`src/rtl/seq_detect_param.sv`:
```
// seq_detect_param: programmable, maskable serial pattern detector with a one-cycle match tick
//
// Detects a PAT_W-bit pattern in a serial bit stream. A bit is taken only when p_valid is
// high. Matches may overlap or be non-overlapping, and cfg_mask selects which pattern bits
// are compared. The default configuration loaded at reset is the legacy all-ones detector.
//
// Optional feature: define SEQ_MATCH_CNT_EN to add a saturating match counter and the
// match_cnt port.
//
// Ports
//   clk          rising-edge clock
//   rst_n        asynchronous active-low reset
//   p            serial data bit
//   p_valid      p is accepted on edges where this is high
//   cfg_we       load cfg_pattern/cfg_mask/cfg_overlap and flush history
//   cfg_pattern  pattern; bit PAT_W-1 is the oldest bit received
//   cfg_mask     1 = compare this bit, 0 = don't care
//   cfg_overlap  1 = overlapping matches, 0 = non-overlapping
//   clear        flush history and match counter, keep configuration
//   match_cnt    saturating match count (SEQ_MATCH_CNT_EN only)
//   tick         registered match pulse, one cycle per match
//   armed        PAT_W valid history bits are held
module seq_detect_param #(
    parameter int PAT_W = 8,
    parameter logic [PAT_W-1:0] RST_PATTERN = {PAT_W{1'b1}}
`ifdef SEQ_MATCH_CNT_EN
    , parameter int CNT_W = 16
`endif
) (
    input  logic             clk,
    input  logic             rst_n,
    input  logic             p,
    input  logic             p_valid,
    input  logic             cfg_we,
    input  logic [PAT_W-1:0] cfg_pattern,
    input  logic [PAT_W-1:0] cfg_mask,
    input  logic             cfg_overlap,
    input  logic             clear,
`ifdef SEQ_MATCH_CNT_EN
    output logic [CNT_W-1:0] match_cnt,
`endif
    output logic             tick,
    output logic             armed
);
    localparam int FW = $clog2(PAT_W + 1);
    localparam logic [FW-1:0] FULL = FW'(PAT_W);
    localparam logic [FW-1:0] LAST = FW'(PAT_W - 1);

    typedef enum logic {FILL, HUNT} state_t;

    state_t           state;
    logic [PAT_W-1:0] pat;
    logic [PAT_W-1:0] mask;
    logic             overlap;
    logic [PAT_W-1:0] sr;
    logic [PAT_W-1:0] sr_n;
    logic [PAT_W-1:0] shifted;
    logic [FW-1:0]    fill;
    logic [FW-1:0]    fill_n;
    logic             tick_n;
    logic             accept;
    logic             hit;

    // The fill count is the state register; HUNT simply means the history is full.
    assign state = (fill == FULL) ? HUNT : FILL;
    assign armed = (state == HUNT);

    always_comb begin
        accept  = p_valid & ~clear & ~cfg_we;
        shifted = (sr << 1) | PAT_W'(p);
        // After this bit the history is full if it already was, or if this is the PAT_W-th bit.
        hit     = accept && (state == HUNT || fill == LAST) && (((shifted ^ pat) & mask) == '0);
        sr_n    = sr;
        fill_n  = fill;
        tick_n  = 1'b0;
        if (clear || cfg_we) begin
            sr_n   = '0;
            fill_n = '0;
        end else if (accept) begin
            sr_n   = (hit && !overlap) ? '0 : shifted;
            fill_n = (hit && !overlap) ? '0 : ((state == HUNT) ? fill : fill + 1'b1);
            tick_n = hit;
        end
    end

    always_ff @(posedge clk or negedge rst_n) begin
        if (!rst_n) begin
            pat     <= RST_PATTERN;
            mask    <= '1;
            overlap <= 1'b1;
            sr      <= '0;
            fill    <= '0;
            tick    <= 1'b0;
        end else begin
            sr   <= sr_n;
            fill <= fill_n;
            tick <= tick_n;
            if (cfg_we) begin
                pat     <= cfg_pattern;
                mask    <= cfg_mask;
                overlap <= cfg_overlap;
            end
        end
    end

`ifdef SEQ_MATCH_CNT_EN
    // cfg_we alone keeps the count; only reset and clear zero it.
    always_ff @(posedge clk or negedge rst_n) begin
        if (!rst_n) match_cnt <= '0;
        else if (clear) match_cnt <= '0;
        else if (hit && match_cnt != '1) match_cnt <= match_cnt + 1'b1;
    end
`endif
endmodule

```
`config.mk`:
```
export PLATFORM = sky130hd
export DESIGN_NAME = seq_detect_param
export DESIGN_NICKNAME = d
export VERILOG_FILES = /design/src/rtl/seq_detect_param.sv
export SDC_FILE = /design/constraint.sdc
export NUM_CORES = 1
export LEC_CHECK = 0
export CAP_MARGIN = 20
export CORE_ASPECT_RATIO = 0.9
export CORE_UTILIZATION = 50
export CTS_CLUSTER_DIAMETER = 150
export DETAILED_ROUTE_END_ITERATION = 10
export DONT_BUFFER_PORTS = 1
export SLEW_MARGIN = 0
export SYNTH_ARGS = -nofsm -noshare
export SYNTH_HDL_FRONTEND = slang
export SYNTH_SLANG_ARGS = --single-unit
```
`constraint.sdc`:
```
create_clock -name clk -period 2.2 [get_ports clk]
set_input_delay 0.33 -clock clk [delete_from_list [all_inputs] [get_ports clk]]
set_output_delay 0.33 -clock clk [all_outputs]
set_load 0.01 [all_outputs]
```
**Word-level counts from Yosys, hierarchy flattened**

Cells that the tools add are included.

- Flip-flop bits (word level): 29
- Bits in read-only memories: 0
- Word-level logic and storage cells: 36
- Output and inout port bits: 2
- Input bits: 23
- Memories: 0
- Memory bits (writable): 0
- Latch bits: 0

- Bitwise logic cells: 7
- Order comparisons: 0
- Mux-type cells: 10
- Reduce and logical (&&, ||, !) cells: 9
- Equality and inequality tests: 3
- Add/subtract/negate cells: 1
- Divide/modulo/power cells: 0
- Shifts and indexed selects: 0
- Multipliers: 0

Operators with widths:

| operator | number |
|---|---|
| $mux W7 | 3 |
| $mux W4 | 4 |
| $and A8 B8 Y8 | 1 |
| $logic_not A8 Y1 | 1 |
| $or A8 B1 Y8 | 1 |
| $xor A8 B8 Y8 | 1 |
| $add A4 B1 Y4 const B | 1 |
| $eq A4 B3 Y1 const B | 1 |
| $eq A4 B4 Y1 const B | 1 |
| $logic_and A1 B1 Y1 | 3 |
| $mux W1 | 3 |
| $ne A3 B1 Y1 const B | 1 |
| $and A1 B1 Y1 | 2 |
| $logic_or A1 B1 Y1 | 2 |
| $not A1 Y1 | 2 |
| $reduce_and A2 Y1 | 1 |
| $reduce_bool A2 Y1 | 1 |
| $logic_not A1 Y1 | 1 |

**Longest topological paths before layout**

Gate-level depths: netlist of run 1.

- Depth in word-level cells: 9
- Depth in mapped cells: 7
- Gate-level depth less buffers: 7

**Least setup slack after synthesis of run 1**

No wires, ideal clock.

- Path kind: input-to-reg
- From: in cfg_we
- To: reg fill[0]
- Path slack: 0.643 ns
- Cell stages on the path: 6
- Data arrival time: 1.427 ns
- Path buffers: 1
- Data required time: 2.069 ns
- Path through: buf_6 -> or3b_4 -> a21oi_2 -> nand3_1 -> o41ai_2 -> o22ai_1

- Longest elaborated chain between the ends: 8
- Elaborated cells on any way between the ends: 12
- Classes of those cells: 1 x eq/ne; 3 x mux; 2 x bitwise; 6 x reduce/logical

Ends and longest elaborated chain:

| element | RTL line | RTL |
|---|---|---|
| start: declaration | 34 | `input logic cfg_we,` |
| $not A1 Y1 | 69 | `accept = p_valid & ~clear & ~cfg_we;` |
| $and A1 B1 Y1 | 69 |  |
| $logic_and A1 B1 Y1 (2 in series) | 72 | `hit = accept && (state == HUNT \|\| fill == LAST) && (((shifted ^ pat) & mask) == '0);` |
| $logic_and A1 B1 Y1 | 81 | `fill_n = (hit && !overlap) ? '0 : ((state == HUNT) ? fill : fill + 1'b1);` |
| $mux W4 | 81 |  |
| $mux W4 | 79 | `end else if (accept) begin` |
| $mux W4 | 76 | `if (clear \|\| cfg_we) begin` |
| end signal: assignment | 96 | `fill <= fill_n;` |
| end: declaration | 58 | `logic [FW-1:0] fill;` |

Parallel ways exist; a longest one is shown, timed or not. The select of a mux whose other input is x is not followed.
A chain may end at the register's enable or synchronous reset.

**Worst setup path after layout of run 1**

- From: reg fill[0]
- To: reg fill[1]

- Longest elaborated chain between the ends: 9
- Elaborated cells on any way between the ends: 14
- Classes of those cells: 1 x add/sub; 3 x eq/ne; 5 x mux; 5 x reduce/logical

Ends and longest elaborated chain:

| element | RTL line | RTL |
|---|---|---|
| $eq A4 B4 Y1 | 65 | `assign state = (fill == FULL) ? HUNT : FILL;` |
| $mux W1 | 65 |  |
| $logic_or A1 B1 Y1 | 72 |  |
| $logic_and A1 B1 Y1 (2 in series) | 72 |  |
| $logic_and A1 B1 Y1 | 81 |  |
| $mux W4 | 81 |  |
| $mux W4 | 79 |  |
| $mux W4 | 76 |  |

Parallel ways exist; a longest one is shown, timed or not. The select of a mux whose other input is x is not followed.

==> key figures, run 1 <==
Finish
  – Number of diodes: 0
  – Finished Core Util: between 50% and 60%
  – Sequential cell area: between 700 and 800 um^2
  – Final Net Count: between 150 and 200
  – Share of cells above drive strength 1: between 30% and 40%
  – P&R area growth vs syn: 7.986%
  – Fill count: 224
  – Area of the multi-input gates: 606.8 um^2
  – Finished Layout Cells: 158
  – Layout Cell Area excl Fill: about 1500 um^2

Setup path
  – Slowest CP cell: dfrtp_1
  – Max incr delay on CP: just over 400 ps
  – Reg2Reg Depth: 7
  – Critical path class: register to register
  – Arrival @ worst endpoint: 1940 ps
  – Crit end category: register
  – Critical path origin: fill[0]
  – Critical Path RT: around 2400 ps
  – Crit path launch type: register
  – Critical Path, Cell by Cell: inv_1, ha_1, nand3b_1, a21oi_2, nand3_1, o41ai_2, o22ai_1
  – Worst r2r src: fill[0]
  – Largest fanout on the critical path: 6

Placed design
  – Setup slack at placement: 489.2 ps
  – PortBufs: 0
  – Post-DP HPWL: 1.829 mm
  – GPL Wtd Cong: between 0.7 and 0.8
  – Placed insts: between 100 and 150
  – Cell Area, Placed: about 1400 um^2

Floorplan
  – Die Wd: 57.98 um
  – Area of the die: around 3000 um^2
  – # IOs: 25
  – Core area: ~2600 um^2
  – Chip height: roughly 52 um
  – Row count: 17
  – Starting Density: 55.25%

CTS
  – CTS resizes: 0
  – CTS tree: built
  – Maximum clock path buffer count: 2
  – Number of H-tree levels: 2
  – Postcts setup bufs: 0
  – Clk Latency, worst-skew pair: ~340 ps
  – CTS sink count: 29
  – Cts bufs inserted: 5
  – CTS clock-pin slew for the worst setup and hold paths: roughly 100 ps
  – Clock Tree Root: clkbuf_4

Global route
  – First-pass GRT wire length: 4.098 mm
  – Pin count of the biggest net entering global routing: 30
  – Vias in the first global route: a little over 900
  – Initial antenna violation count: 0
  – Total track usage: around a fifth
  – Remaining global-route overflow: 0

Timing
  – F_max: around 580 MHz
  – Normalized max-slew margin: between 60 and 70%
  – Layout Skew: 16.01 ps
  – Max-slew violations: 0
  – RSZ-0062 raised after global routing: no
  – Period utilisation layout: between 70% and 80%
  – Setup violators final: 0
  – Final worst slack: roughly 460 ps
  – Hold Fails Final Rpt: 0
  – Setup tns final: 0 ps
  – Final min period: between 1500 and 2000 ps
  – Worst slew pin tran: 529.3 ps

Drt
  – DRC violations left: 3
  – Final WL: 2.467 mm
  – Post-route ant nets: 0
  – Avg WL per Cell: 15.61 um
  – Drt initial violations: 22
  – Initial DRT Pass Iterations: 7
  – Via count: roughly 900
  – Via/cell ratio: ~5.7

Power
  – VDD IR-drop max: 0.4276 mV
  – Leak: about 0.63 nW
  – Cell Pwr Density: 697.0 nW/um^2
  – Sw Pwr: about 0.26 mW
  – P_int: slightly above 0.8 mW
  – Combinational power share: 10.2%
  – Seq pwr share: about 58%
  – Switching Share: 24.17%
  – Clk network pwr share: about a third

Logic synthesis
  – Synth top area share: a little under a third
  – Mapped cell area: 1410 um^2
  – Yosys Warn Count: 0
  – Ranking of synthesized cells by area: dfstp_2 32%, dfrtp_1 21%, mux2_2 14%, xor2_1 5.0%, nand2_1 4.0%
  – Post-synth top area cell: dfstp_2
  – Syn Inst Count: 122
  – Unique masters post-synth: 29
  – Synthesized net count: around 150
  – Synth Area per Inst: ~12 um^2
  – Register area share after synthesis: between 50% and 60%
  – Yosys reg bits: 29

Run status
  – Status: finished with violations
  – Failing checks: design-rule violations

Job
  – Max_cap viols: 0

Worst hold path
  – Hold Crit Depth: 2
  – Hold_sp: p
  – Hold Crit Class: input port to register
[sequential cells by signal, summed over array words and instances, names as in the netlist]
register and cells:
fill 4, overlap 1, sr 7, tick 1
pat 8, mask 8
[per-stage QoR]
step	total power [mW]	hold WS (ps)
floorplan	0.7054	34.41
global placement	0.7168	35.13
detailed placement	0.7204	35.14
CTS	1.081	112.2
global route	1.112	105.5
finish	1.061	125.6
[power groups by stage]
stage | logic [mW] | registers [mW] | clock network, mW
3_3_place_gp | 0.0924 | 0.624 | 0
4_1_cts | 0.111 | 0.617 | 0.353
2_1_floorplan | 0.0890 | 0.616 | 0
3_5_place_dp | 0.0943 | 0.626 | 0
6_report | 0.108 | 0.616 | 0.337
5_1_grt | 0.121 | 0.621 | 0.370
[timing repair]
item / CTS / global route
endpoints found under the setup margin: 0 / 0
hold endpoints to repair: 29 / 0
hold buffers: 2 / 0
[worst max-delay path: cells and delay by family (launching register included)]
| family | cells | cell delay (ps) |
|---|---|---|
| AO/OA/AOI/OAI | 3 | 650 |
| adder cells (fa/ha/maj) | 1 | 150 |
| buffers and inverters | 1 | 100 |
| flip-flops | 1 | 410 |
| AND/OR/NAND/NOR | 2 | 310 |
[logic make-up (layout without fill, tap and decap cells)]
| kind of cell | Yosys count | in the layout | share of synthesized area [%] |
|---|---|---|---|
| simple gates | 31 | 31 | 11.45 |
| flops | 29 | 29 | 52.97 |
| compound gates | 22 | 22 | 11.27 |
| mux | 17 | 17 | 13.58 |
| buf+inv | 13 | 21 | 3.993 |
| xor+xnor | 8 | 8 | 4.969 |
| fa+ha+maj | 2 | 2 | 1.774 |
[path summary, 6_finish.rpt]
kind	endpoint	slack [ps]
hold / removal	sr[0]	130
min in group asynchronous	sr[0]	430
max in group asynchronous	pat[1]	1530
hold reg to reg	sr[6]	530
setup / recovery	fill[1]	460
setup reg to reg	fill[1]	460
[cell type report]
cell class / count / share of cell area [%]
sequential: 29 / 49.06
multi-input combinational: 80 / 39.85
clock buffer: 7 / 3.615
inverter: 11 / 2.712
tap: 28 / 2.301
timing repair buffer: 2 / 1.972
clock inverter: 1 / 0.4930
[cells in the mapped netlist]
| master | instances |
|---|---|
| dfrtp_1 | 12 |
| nor2_1 | 3 |
| nand2_1 | 15 |
| o22ai_1 | 2 |
| clkbuf_1 | 1 |
| o21bai_4 | 1 |
| a22oi_1 | 4 |
| or3b_4 | 1 |
| mux2_2 | 17 |
| dfstp_2 | 17 |
| nand4_1 | 1 |
| a21oi_2 | 2 |
| a31oi_1 | 1 |
| o41ai_2 | 1 |
| nor3_1 | 1 |
| nand3_1 | 3 |
| ha_1 | 2 |
| nand2b_1 | 1 |
| or2_2 | 1 |
| xor2_1 | 8 |
| o21ai_0 | 8 |
| nor3b_1 | 1 |
| a21oi_1 | 2 |
| inv_1 | 11 |
| o211ai_1 | 1 |
| buf_6 | 1 |
| nand4b_1 | 1 |
| nand3b_1 | 2 |
| nand4_2 | 1 |
[routing by layer]
metal	GRT usage (%)	share of wire (%)	vias to the layer above
li1	-	-	438
met1	22.49	44	431
met2	30.08	47	21
met3	7.160	6.9	8
met4	11.90	2.4	0
met5	0	0	-
[layout by cell type (no fill, tap or decap), types with 2 or more instances in the layout]
master	instances
mux2_2	17
dfstp_2	17
nand2_1	15
dfrtp_1	12
inv_1	11
xor2_1	8
o21ai_0	8
clkbuf_4	5
a22oi_1	4
nand3_1	3
nor2_1	3
nand3b_1	2
a21oi_2	2
a21oi_1	2
o22ai_1	2
ha_1	2
Power figures use the tool's default switching activity.
==> run 2: changes to the inputs <==
Clock period 2.2 ns to 1.81 ns, I/O delays scaled along.
==> run 2 against run 1 <==
  * The run still ends with design-rule violations left
  * Routed wire length grew 0.61%
  * Flip-flop and latch count is the same
  * Critical path depth is the same
  * Combinational power grew 23%
  * Sequential share of layout area shrank 0.24 points
  * Sequential power grew 21%
  * Clock-buffer cell count is the same
  * Global-route usage grew 0.33 points
  * Critical endpoint unchanged
  * Largest cell class unchanged
==> key figures, run 2 (synthesis results as in run 1) <==
Worst hold path
  – Hold Crit Depth: 2 (unchanged)
  – Hold_sp: p
  – Worst hold endpoint: sr[0]
  – Hold Crit Class: input port to register

Floorplan
  – Area of the die: 3037 um^2 (unchanged)
  – Die Wd: 57.98 um (unchanged)
  – Starting Density: 55.25% (unchanged)
  – Core area: 2552 um^2 (unchanged)
  – Chip height: 52.38 um (unchanged)
  – Row count: 17 (unchanged)
  – # IOs: 25 (unchanged)

Setup path
  – Max incr delay on CP: 410 ps (about the same)
  – Critical path class: register to register
  – Critical Path, Cell by Cell: inv_1, ha_1, nand3b_1, a21oi_2, nand3_1, o41ai_2, o22ai_1
  – FF-to-FF End: fill[1]
  – Worst R2R Setup Slack: 130 ps (-330 ps)
  – Arrival @ worst endpoint: 1880 ps (-60 ps)
  – Largest fanout on the critical path: 5 (-1)
  – Slowest CP cell: dfrtp_1
  – Critical Path RT: 2010 ps (-390 ps)
  – Critical path's top delay family: compound AO/OA/AOI/OAI gates
  – Reg2Reg Depth: 7 (unchanged)
  – Crit end category: register
  – Worst path bufs/invs: 1 (unchanged)
  – Crit path launch type: register
  – Worst r2r src: fill[0]

Placed design
  – Cell Area, Placed: 1430 um^2 (unchanged)
  – Post-DP HPWL: 1.842 mm (+0.74%)
  – Setup slack at placement: 130.9 ps (-358.3 ps)
  – Placed insts: 148 (unchanged)
  – PortBufs: 0 (unchanged)
  – GPL Wtd Cong: 0.7374 (about the same)

Finish
  – Finished Layout Cells: 159 (+0.63%)
  – Most frequent cells in the layout: 17 x mux2_2, 17 x dfstp_2, 15 x nand2_1
  – Largest regs: mask (8), pat (8), sr (7)
  – Share of cells above drive strength 1: 38.17% (+0.48 points)
  – Final Net Count: 155 (+0.65%)
  – Layout Cell Area excl Fill: 1530 um^2 (+0.49%)
  – P&R area growth vs syn: 8.518%
  – Finished Core Util: 59.95% (+0.29 points)
  – Number of diodes: 0 (unchanged)

CTS
  – CTS clock-pin slew for the worst setup and hold paths: 100 ps (about the same)
  – Clk Latency, worst-skew pair: 330 ps (about the same)
  – Maximum clock path buffer count: 2 (unchanged)
  – Number of H-tree levels: 2 (unchanged)
  – CTS tree: built
  – Clock Tree Root: clkbuf_4
  – CTS sink count: 29 (unchanged)
  – Cts bufs inserted: 5 (unchanged)

Timing
  – Hold Fails Final Rpt: 0 (unchanged)
  – Final worst hold slack: 71.11 ps (-54.44 ps)
  – Layout Skew: 12.83 ps (-3.181 ps)
  – RSZ-0062 raised after global routing: no
  – F_max: 595.5 MHz (+3.5%)
  – Worst slew pin tran: 521.3 ps (-8.000 ps)
  – Period utilisation layout: 92.77% (+14 points)
  – Normalized max-slew margin: 65.12% (+0.54 points)
  – Final min period: 1679 ps (-58.28 ps)
  – Max-slew violations: 0 (unchanged)
  – Setup violators final: 0 (unchanged)
  – Final worst slack: 130.8 ps (-331.7 ps)
  – Setup tns final: 0 ps (unchanged)

Global route
  – Total track usage: 19.58% (+0.33 points)
  – First-pass GRT wire length: 4.188 mm (+2.2%)
  – Remaining global-route overflow: 0 (unchanged)
  – Vias in the first global route: 929 (unchanged)
  – Pin count of the biggest net entering global routing: 30 (unchanged)
  – Initial antenna violation count: 0 (unchanged)

Power
  – VDD IR-drop max: 0.5215 mV (+22%)
  – Leak: 0.6368 nW (+0.66%)
  – Design Power: 1.292 mW (+22%)
  – Cell Pwr Density: 844.4 nW/um^2 (+21%)

Run status
  – Status: finished with violations
  – Failing checks: design-rule violations

Drt
  – Drt initial violations: 29 (+32%)
  – Post-route ant nets: 0 (unchanged)
  – DRC violations left: 3 (unchanged)
  – Final WL: 2.482 mm (+0.61%)
  – Via count: 911 (+1.4%)
  – Avg WL per Cell: 15.61 um (about the same)
  – Via/cell ratio: 5.730 (+0.81%)
  – Initial DRT Pass Iterations: 7 (unchanged)

Job
  – Max_cap viols: 0 (unchanged)
[run 2: cell count changes in the layout (fill, tap and decap cells not counted), sizes merged]
cell / change
buf: +1
[run 2: routing by layer]
metal | track usage [%] | share of wire [%] | vias up | wire length, um
li1 | - | - | 439 | -
met3 | 7.407 | 6.4 | 8 | 159
met1 | 24.12 | 46 | 442 | 1147
met4 | 11.51 | 2.2 | 0 | 55
met5 | 0 | 0 | - | 0
met2 | 29.31 | 45 | 22 | 1119
[run 2: area by class of cell]
cell class              instances  area (um^2)
repair buffers                  3        37.54
fillers                       230         1022
clock buffers                   7        55.05
multi-input cells              80        606.8
flip-flops and latches         29        747.0
clock inverters                 1        7.507
inverters                      11        41.29
well taps                      28        35.03
[run 2: worst max-delay path by stage]
stage / from / end / slack (ps) / cells after the start
floorplan: fill[0] / fill[0] / 280 / 7
finish: fill[0] / fill[1] / 130 / 7
global placement: fill[0] / fill[0] / 130 / 7
CTS: fill[0] / fill[0] / 120 / 7
detailed placement: fill[0] / fill[0] / 130 / 7
global route: fill[0] / fill[1] / 40 / 7
[run 2: where the power goes]
group / switching [mW] / internal (mW) / total, mW
combinational: 0.0620 / 0.0706 / 0.133
clock: 0.221 / 0.190 / 0.411
sequential: 0.0306 / 0.718 / 0.748
[run 2: what timing repair did]
| action | in CTS | in global routing |
|---|---|---|
| hold buffers | 2 | 0 |
| resized for setup | 0 | 0 |
| hold endpoints to repair | 29 | 0 |
| endpoints found under the setup margin | 0 | 1 |
| setup buffers | 0 | 1 |
==> run 3: changes to the inputs <==
Settings changed: PLACE_DENSITY from default to 0.7.
Clock period 1.81 ns to 2.1 ns, I/O delays scaled along.
==> run 3 against run 2 <==
  * The flow still finishes with violations (design-rule violations)
  * First-iteration DRC count is 10% higher
  * Combinational power is 12% lower
  * Register-to-register slack better by 220 ps
  * Power is 3.9% lower
  * Clock-buffer cell count stayed put
  * Hold slack better by 50 ps
  * Via count is 1.5% lower
  * Cell count is 0.63% lower
  * Critical endpoint is now fill[0]
  * Largest cell class unchanged
==> key figures, run 3 (synthesis results as in run 1) <==
Timing
  – Period utilisation layout: 83.34% (-9.4 points)
  – Worst slew pin tran: 473.6 ps (-47.71 ps)
  – Layout Skew: 7.753 ps (-5.073 ps)
  – Max-slew violations: 0 (unchanged)
  – Normalized max-slew margin: 68.31% (+3.2 points)
  – Hold Fails Final Rpt: 0 (unchanged)
  – RSZ-0062 raised after global routing: no
  – Final min period: 1750 ps (+71.04 ps)
  – Setup tns final: 0 ps (unchanged)
  – Setup violators final: 0 (unchanged)
  – F_max: 571.4 MHz (-4.1%)

Power
  – Combinational power share: 9.4% (-0.9 points)
  – Cell Pwr Density: 803.3 nW/um^2 (-4.9%)
  – Design Power: 1.241 mW (-3.9%)
  – Clk network pwr share: 38.7% (+6.9 points)
  – P_int: 0.9633 mW (-1.5%)
  – VDD IR-drop max: 0.4402 mV (-16%)
  – Sw Pwr: 0.2780 mW (-11%)
  – Seq pwr share: 51.9% (-6.0 points)
  – Switching Share: 22.39% (-1.9 points)
  – Leak: 0.6466 nW (+1.5%)

Setup path
  – Worst R2R Setup Slack: 350 ps (+220 ps)
  – Arrival @ worst endpoint: 1970 ps (+90 ps)
  – Largest fanout on the critical path: 6 (+1)
  – FF-to-FF End: fill[0]
  – Critical path class: register to register
  – Critical Path, Cell by Cell: inv_1, ha_1, nand3b_1, a21oi_2, nand3_1, o41ai_2, o22ai_1
  – Reg2Reg Depth: 7 (unchanged)
  – Max incr delay on CP: 410 ps (about the same)
  – Crit end category: register
  – Crit path launch type: register
  – Worst r2r src: fill[0]
  – Critical Path RT: 2320 ps (+310 ps)
  – Slowest CP cell: dfrtp_1

Floorplan
  – Die Wd: 57.98 um (unchanged)
  – Row count: 17 (unchanged)
  – # IOs: 25 (unchanged)
  – Chip height: 52.38 um (unchanged)
  – Core area: 2552 um^2 (unchanged)
  – Starting Density: 55.25% (unchanged)
  – Area of the die: 3037 um^2 (unchanged)

Finish
  – Sequential cell area: 747.0 um^2 (unchanged)
  – Fill count: 216 (-6.1%)
  – P&R area growth vs syn: 9.583%
  – Number of diodes: 0 (unchanged)
  – Largest regs: mask (8), pat (8), sr (7)
  – Layout Cell Area excl Fill: 1545 um^2 (+0.98%)
  – Share of cells above drive strength 1: 37.69% (-0.48 points)
  – Final Net Count: 154 (-0.65%)
  – Area of the multi-input gates: 606.8 um^2 (unchanged)
  – Most frequent cells in the layout: 17 x mux2_2, 17 x dfstp_2, 15 x nand2_1

Placed design
  – PortBufs: 0 (unchanged)
  – Cell Area, Placed: 1430 um^2 (unchanged)
  – GPL Wtd Cong: 0.7950 (+7.8%)
  – Post-DP HPWL: 1.797 mm (-2.5%)

Global route
  – Pin count of the biggest net entering global routing: 30 (unchanged)
  – Remaining global-route overflow: 0 (unchanged)
  – Vias in the first global route: 899 (-3.2%)
  – Initial antenna violation count: 0 (unchanged)
  – Total track usage: 20.00% (+0.42 points)
  – First-pass GRT wire length: 4.174 mm (-0.33%)

Run status
  – Status: finished with violations
  – Failing checks: design-rule violations

Drt
  – Drt initial violations: 32 (+10%)
  – Avg WL per Cell: 15.72 um (+0.71%)
  – Via/cell ratio: 5.677 (-0.91%)
  – Post-route ant nets: 0 (unchanged)
  – DRC violations left: 2 (-1)
  – Via count: 897 (-1.5%)
  – Final WL: 2.484 mm (about the same)
  – Initial DRT Pass Iterations: 7 (unchanged)

CTS
  – CTS clock-pin slew for the worst setup and hold paths: 90 ps (about the same)
  – Clk Latency, worst-skew pair: 340 ps (about the same)
  – Maximum clock path buffer count: 2 (unchanged)
  – Cts bufs inserted: 5 (unchanged)
  – Clock Tree Root: clkbuf_4
  – CTS tree: built
  – CTS sink count: 29 (unchanged)
  – Number of H-tree levels: 2 (unchanged)
  – CTS resizes: 0 (unchanged)

Job
  – Max_cap viols: 0 (unchanged)

Worst hold path
  – Hold Crit Class: input port to register
  – Worst hold endpoint: sr[0]
  – Hold Crit Depth: 2 (unchanged)
  – Hold_sp: p
[run 3: power groups by stage]
stage	Combinational [mW]	Clock, mW	Sequential [mW]
finish	0.117	0.481	0.644
global route	0.128	0.519	0.650
CTS	0.118	0.498	0.645
detailed placement	0.101	0	0.655
global placement	0.0971	0	0.654
floorplan	0.0932	0	0.646
[run 3: critical path: cells and delay by family (launching register included)]
family / cells / cell delay (ps)
AOI/OAI and AO/OA: 3 / 660
and+or+nand+nor: 2 / 310
DFF: 1 / 410
adders and majority gates: 1 / 160
buffers and inverters: 1 / 110
[run 3: what timing repair did]
item	in CTS	in global routing
hold buffers	2	0
buffers inserted	0	0
endpoints found under the hold margin	29	0
[run 3: worst max path at each step]
stage | cells past startpoint | from | slack [ps] | end
6_report | 7 | fill[0] | 350 | fill[0]
5_1_grt | 7 | fill[0] | 230 | fill[0]
4_1_cts | 7 | fill[0] | 330 | fill[0]
3_5_place_dp | 7 | fill[0] | 350 | fill[0]
3_3_place_gp | 7 | fill[0] | 520 | fill[1]
2_1_floorplan | 6 | cfg_we | 560 | fill[0]
[run 3: final cells by class]
cell class,instances,share of cell area (%)
repair buffers,2,1.943
inverters,11,2.672
clock inverters,1,1.943
clock buffers,7,3.563
multi-input cells,80,39.27
flip-flops and latches,29,48.34
well taps,28,2.267
[run 3: layer usage]
layer | share of wire, % | GRT usage (%)
met3 | 5.4 | 6.173
met2 | 48 | 30.84
met4 | 2.9 | 14.29
met5 | 0 | 0
met1 | 44 | 23.76
[run 3: through the flow]
| step | util, % | worst slack [ps] | hold slack [ps] | instances |
|---|---|---|---|---|
| 3_5_place_dp | 56.03 | 346.2 | 20.13 | 148 |
| 3_3_place_gp | 56.03 | 516.0 | 20.05 | 148 |
| 6_report | 60.54 | 349.8 | 120.9 | 158 |
| 2_1_floorplan | - | 557.5 | 19.41 | 122 |
| 5_1_grt | 60.54 | 235.0 | 97.09 | 158 |
| 4_1_cts | 60.54 | 329.3 | 103.9 | 158 |
